### src/rtl/seq_shift_add_mult.sv
// Iterative shift-add multiplier, one partial product per clock.
// Define MULT_SIGNED_EN for two's complement operands/product.
module seq_shift_add_mult #(
  parameter int D_SIZE = 8
) (
  input  logic                  clk_in,
  input  logic                  rst_in,
  input  logic                  start_in,
  input  logic [D_SIZE-1:0]     A,
  input  logic [D_SIZE-1:0]     B,
  output logic                  busy,
  output logic                  done,
  output logic [2*D_SIZE-1:0]   P
);

  localparam int CW = (D_SIZE > 2) ? $clog2(D_SIZE) : 1;
  localparam logic [CW-1:0] LAST = CW'(D_SIZE - 1);

  localparam logic [1:0] S_IDLE = 2'd0;
  localparam logic [1:0] S_RUN  = 2'd1;
  localparam logic [1:0] S_FIN  = 2'd2;

  logic [1:0]          r_state;
  logic [D_SIZE-1:0]   r_mcand;
  logic [D_SIZE-1:0]   r_mplr;
  logic [D_SIZE-1:0]   r_acc;
  logic [CW-1:0]       r_cnt;
  logic                r_done;
  logic [2*D_SIZE-1:0] r_p;

  logic                w_ready;
  logic                w_start;
  logic [D_SIZE:0]     w_sum;
  logic [2*D_SIZE-1:0] w_prod;
  logic [D_SIZE-1:0]   w_op_a;
  logic [D_SIZE-1:0]   w_op_b;
  logic [2*D_SIZE-1:0] w_res;

  assign w_ready = (r_state == S_IDLE) || (r_state == S_FIN);
  assign w_start = start_in && w_ready;
  assign w_sum   = {1'b0, r_acc}
                 + (r_mplr[0] ? {1'b0, r_mcand} : '0);
  assign w_prod  = {r_acc, r_mplr};

`ifdef MULT_SIGNED_EN
  logic r_neg;

  // Magnitudes feed the unsigned core; sign is restored at the end.
  assign w_op_a = A[D_SIZE-1] ? D_SIZE'(-A) : A;
  assign w_op_b = B[D_SIZE-1] ? D_SIZE'(-B) : B;
  assign w_res  = r_neg ? (2*D_SIZE)'(-w_prod) : w_prod;

  // Sign of the product, captured with the operands.
  always_ff @(posedge clk_in) begin
    if (rst_in) begin
      r_neg <= 1'b0;
    end else if (w_start) begin
      r_neg <= A[D_SIZE-1] ^ B[D_SIZE-1];
    end
  end
`else
  assign w_op_a = A;
  assign w_op_b = B;
  assign w_res  = w_prod;
`endif

  // Control FSM and shift-add datapath.
  always_ff @(posedge clk_in) begin
    if (rst_in) begin
      r_state <= S_IDLE;
      r_mcand <= '0;
      r_mplr  <= '0;
      r_acc   <= '0;
      r_cnt   <= '0;
      r_done  <= 1'b0;
      r_p     <= '0;
    end else begin
      r_done <= 1'b0;
      case (r_state)
        S_RUN: begin
          r_acc  <= w_sum[D_SIZE:1];
          r_mplr <= {w_sum[0], r_mplr[D_SIZE-1:1]};
          r_cnt  <= r_cnt + 1'b1;
          if (r_cnt == LAST) begin
            r_state <= S_FIN;
          end
        end
        S_FIN: begin
          r_p     <= w_res;
          r_done  <= 1'b1;
          r_state <= S_IDLE;
        end
        default: r_state <= S_IDLE;
      endcase
      if (w_start) begin
        r_mcand <= w_op_a;
        r_mplr  <= w_op_b;
        r_acc   <= '0;
        r_cnt   <= '0;
        r_state <= S_RUN;
      end
    end
  end

  assign busy = (r_state == S_RUN);
  assign done = r_done;
  assign P    = r_p;

endmodule

### config.mk
export PLATFORM = sky130hd
export DESIGN_NAME = seq_shift_add_mult
export DESIGN_NICKNAME = d
export VERILOG_FILES = /design/src/rtl/seq_shift_add_mult.sv
export SDC_FILE = /design/constraint.sdc
export NUM_CORES = 1
export LEC_CHECK = 0
export ABC_CLOCK_PERIOD_IN_PS = 5040
export CORE_UTILIZATION = 50
export DETAILED_ROUTE_END_ITERATION = 16
export GPL_TIMING_DRIVEN = 0
export PLACE_DENSITY = 0.87
export SLEW_MARGIN = 20
export SYNTH_ARGS = -nofsm -noshare
export SYNTH_HDL_FRONTEND = slang
export SYNTH_SLANG_ARGS = --single-unit
### constraint.sdc
create_clock -name clk_in -period 5.04 [get_ports clk_in]
set_input_delay 1.26 -clock clk_in [delete_from_list [all_inputs] [get_ports clk_in]]
set_output_delay 1.26 -clock clk_in [all_outputs]
set_load 0.03 [all_outputs]
# ---- Word-level counts from Yosys, hierarchy flattened
# Cells that the tools add are included.
dict set report totals {
  rom_bits 0
  mem_bits_rw 0
  out_inout_bits 18
  latchBits 0
  elab_cells 28
  register_bits 46
  mem_count 0
  inputBits 19
}
dict set report classes {
  mul 0
  eq_ne 4
  addsub 2
  muxes 7
  shift 0
  n_reduce_logical 6
  div_mod_pow 0
  magnitude_cmp 0
  bitwise 1
}
# cell n
set op_table {}
lappend op_table {{2-to-1 mux 8 bit} 3}
lappend op_table {{adder 8 x 8 -> 9 bit} 1}
lappend op_table {{2-to-1 mux 1 bit} 4}
lappend op_table {{adder 3 x 1 -> 3 bit, second input constant} 1}
lappend op_table {{equality test 3 bit, second input constant} 1}
lappend op_table {{!= test 3 x 1 -> 1 bit, second input constant} 1}
lappend op_table {{OR reduction 3 bit} 1}
lappend op_table {{equality test 2 x 1 -> 1 bit, second input constant} 1}
lappend op_table {{equality test 2 bit, second input constant} 1}
lappend op_table {{logical NOT 2 bit} 1}
lappend op_table {{nonzero test 2 bit} 1}
lappend op_table {{OR reduction 2 bit} 1}
lappend op_table {{logical AND 1 bit} 1}
lappend op_table {{logical OR 1 bit} 1}
lappend op_table {{inverter 1 bit} 1}

# ---- Longest topological paths before layout
dict set report logic_depth {
  word_depth 4
  depth_mapped 7
  depth_no_buf 7
}

# ---- Least setup slack after synthesis
# No wires, ideal clock.
dict set report synth_timing {
  path_kind {input to register}
  from {in rst_in}
  to {reg r_acc[6]}
  setup_time_ns 0.073
  arrival_time_ns 2.268
  t_required_ns 4.967
  stages 4
  slack_ns 2.699
  path_buffers 1
  cell_sequence {clkbuf_1 -> or4_1 -> a211o_1 -> o211ai_2}
}
dict set report synth_between {
  elab_chain_len 1
}
# item line
set synth_lines {}
lappend synth_lines {{start, declared} 7} ;# input logic rst_in,
lappend synth_lines {{OR reduction 2 bit (no line)} n/a}
lappend synth_lines {{end signal, assigned} 81} ;# r_acc <= w_sum[D_SIZE:1];
lappend synth_lines {{end, declared} 26} ;# logic [D_SIZE-1:0] r_acc;
# Every way passes these cells.
# A chain may end at the register's enable or synchronous reset.

# ---- Worst setup path in the final report
dict set report layout_timing {
  from {reg r_state[0]}
  to {out busy}
}
dict set report layout_between {
  elab_chain_len 1
}
# item line
set layout_lines {}
lappend layout_lines {{start, declared} 23} ;# logic [1:0] r_state;
lappend layout_lines {{start signal, assigned} 70} ;# r_state <= S_IDLE;
lappend layout_lines {{start signal, assigned} 85} ;# r_state <= S_FIN;
lappend layout_lines {{start signal, assigned} 91} ;# r_state <= S_IDLE;
lappend layout_lines {{equality test 2 x 1 -> 1 bit} 105} ;# assign busy = (r_state == S_RUN);
lappend layout_lines {{end, declared} 11} ;# output logic busy,
# Every way passes these cells.

==> impl_metrics.tcl <==
set metrics [dict create \
    status "completed" \
    ant_nets 0 \
    required_ns 3.78 \
    drc 0 \
    power_frac_comb_pct 10.6 \
    preCtsSetupSlack_ns 2.14 \
    fin_ws_ns 1.85 \
    worst_path_max_delay_cell "clkdlybuf4s50_1" \
    ir_worst_vdd_uv 191 \
    drt_wl_total_um 4570 \
    crit_type "reg -> out" \
    io_buffers 36 \
    gp_congestion 0.906 \
    critical_path.max_fanout 10 \
    synth_cell_types 35 \
    min-delay-start "r_mcand[3]" \
    critPathArrivalTime_ns 1.93 \
    dp.cells 337 \
    die-width_um 66.0 \
    use_met3_pct 3.79 \
    startpoint_type "flop" \
    maxSlewViolCount 0 \
    initial_core_util_pct 54.0 \
    cts_tree "done" \
    top_usage_layer "met2" \
    synth_cells 253 \
    synth-seq-cells 46 \
    nNetsFinal 326 \
    cts_resized 0 \
    synth_edf_count 0 \
    setup_violations 0 \
    clock_sinks 46 \
    detail_route.vias_per_cell 5.39 \
    yosysWarnings 0 \
    critPathCaptureType "output port" \
    slowest_delay_ns 0.71 \
    syn2layout_area_growth_pct 26.0 \
    grt_pass1_wl_um 7590 \
    wire_per_inst_um 13.3 \
    grtUsageMet2_pct 38.4 \
    yosys.area.top_type_share_pct 44.9 \
    row_count 22 \
    yosysSeqAreaShare_pct 44.9 \
    vias 1854 \
    dp_hpwl_um 3340 \
    holdBufCountCts 0 \
    fmax_mhz 314 \
    die_area_sq_um 4360 \
    clockRootBuffer "clkbuf_8" \
    drv_cap 0 \
    period_needed_ns 3.19 \
    worstMarginPinSlew_ns 0.499 \
    grt_pass1_vias 1730 \
    worst_clock_skew_ns 0.00353 \
    antenna_cells 0 \
    insertion_delay_ns 0.30 \
    gr-usage-met1_pct 29.6 \
    first_pass_iters 4 \
    startpoint "r_state[0]" \
    ios 37 \
    grt.overflow.total 0 \
    track_usage_pct 23.2 \
    cts.path.max_buffers 2 \
    period_share_pct 63.2 \
    clkTransAtPathRegs_ns 0.08 \
    grt_start_max_net_pins 14 \
    switching_share_pct 23.3 \
    synth_area_sq_um 2050 \
    async_reset_ff_share_pct 0 \
    syn_nets 283 \
    synth_flop_cell "dfxtp_1" \
    final_cells 344 \
    min_path_type "reg -> reg" \
    power_frac_seq_pct 52.2 \
    synth.area.top_cells "dfxtp_1, nand2_1, a21oi_1" \
    cts.htree.levels 2 \
    rsz0062_at_grt "false" \
    finalSetupTns_ns 0 \
    core_sq_um 3800 \
    cts_made_buffers 5 \
    internal-power_uw 570 \
    antenna_found_initial 0 \
    yosysTopAreaCell "dfxtp_1" \
    path_cells "nand2b_1, buf_6, inv_1, buf_2, clkdlybuf4s50_1" \
    die_height_um 66.0 \
    power.density_nw_per_um2 288 \
    hold_violations 0 \
    drive_above_1_share_pct 5.07 \
    syn_avg_cell_area_sq_um 8.10 \
    first_iter_violations 75 \
    maxSlewHeadroom_pct 66.7 \
    clkPwrFrac_pct 37.2 \
    r2r_start "r_mplr[0]" \
    cellLeakagePower_uw 0.00101 \
    cts_setup_buffers 0 \
    p_switching_uw 173 \
]
-- state kept, by name, indices dropped and copies added (netlist names) --
signal and count:
done 1, r_acc 8, r_cnt 3, r_state 2
r_mplr 8, P 16, r_mcand 8
-- layer usage --
metal,wire (um),share of wire (%)
met4,95,2.1
met3,229,5.0
met2,2030,44
met5,0,0
met1,2210,48
-- through the flow --
stage | hold WS [ns] | power, uW | utilization [%] | cell area, sq um
floorplan | 0.432 | 442 | - | 2050
global placement | 0.437 | 471 | 65.0 | 2470
detailed placement | 0.444 | 474 | 65.0 | 2470
CTS | 0.455 | 745 | 68.0 | 2580
global route | 0.470 | 768 | 68.0 | 2580
finish | 0.453 | 743 | 68.0 | 2580
-- synth_stat cells, drive strengths merged (5+ instances only) --
cell type and number:
a21oi 29, ha 10, and2 10, nor2 19
nand3 7, o22ai 8, dfxtp 46, a211oi 5
clkbuf 11, nand2 58, buf 5, nor3 10
o21ai 5
-- power by group through the flow --
stage	combinational (uW)	clock [uW]	sequential, uW
after floorplan	49.7	0	392
after global placement	76.0	0	395
after detailed placement	78.1	0	396
after CTS	78.5	279	387
after global routing	86.9	292	389
final	78.9	277	388
-- path summary, 6_finish.rpt --
| kind | cells after the start | endpoint | slack (ns) |
|---|---|---|---|
| hold reg to reg | 2 | r_mcand[3] | 0.45 |
| setup reg to reg | 7 | r_acc[5] | 2.79 |
| hold / removal | 2 | r_mcand[3] | 0.45 |
| setup / recovery | 5 | busy | 1.85 |
-- logic make-up after synthesis --
logic type,synth area share (%)
AND/OR/NAND/NOR,26.7
AO/OA/AOI/OAI,16.8
flip-flops,44.9
buffers and inverters,3.66
adder cells (fa/ha/maj),7.08
XOR/XNOR,0.855
-- final cells by class --
type                    count  area [sq um]
well taps                  48          60.1
plain buffers              16          71.3
clock buffers               6          82.6
multi-input cells         190          1050
clock inverters             1          30.0
fillers                   310          1220
inverters                   1          3.75
repair buffers             36           360
flip-flops and latches     46           921
-- cells in the final DEF, fill, tap and decap left out, types with 3 or more instances in the layout --
cell / count
nand2_1: 58
dfxtp_1: 46
clkdlybuf4s50_1: 36
a21oi_1: 29
nor2_1: 18
clkbuf_1: 11
and2_1: 10
nor3_1: 10
ha_1: 10
o22ai_1: 8
nand3_1: 7
clkbuf_8: 6
a211oi_1: 5
o21ai_0: 5
nand2b_1: 4
buf_2: 3
a211o_1: 3
-- critical path, delay by kind of cell (launching register included) --
family	cells	cell delay, ns
simple gates	1	0.10
buf+inv	4	1.15
flops	1	0.38
Power figures use the tool's default switching activity.
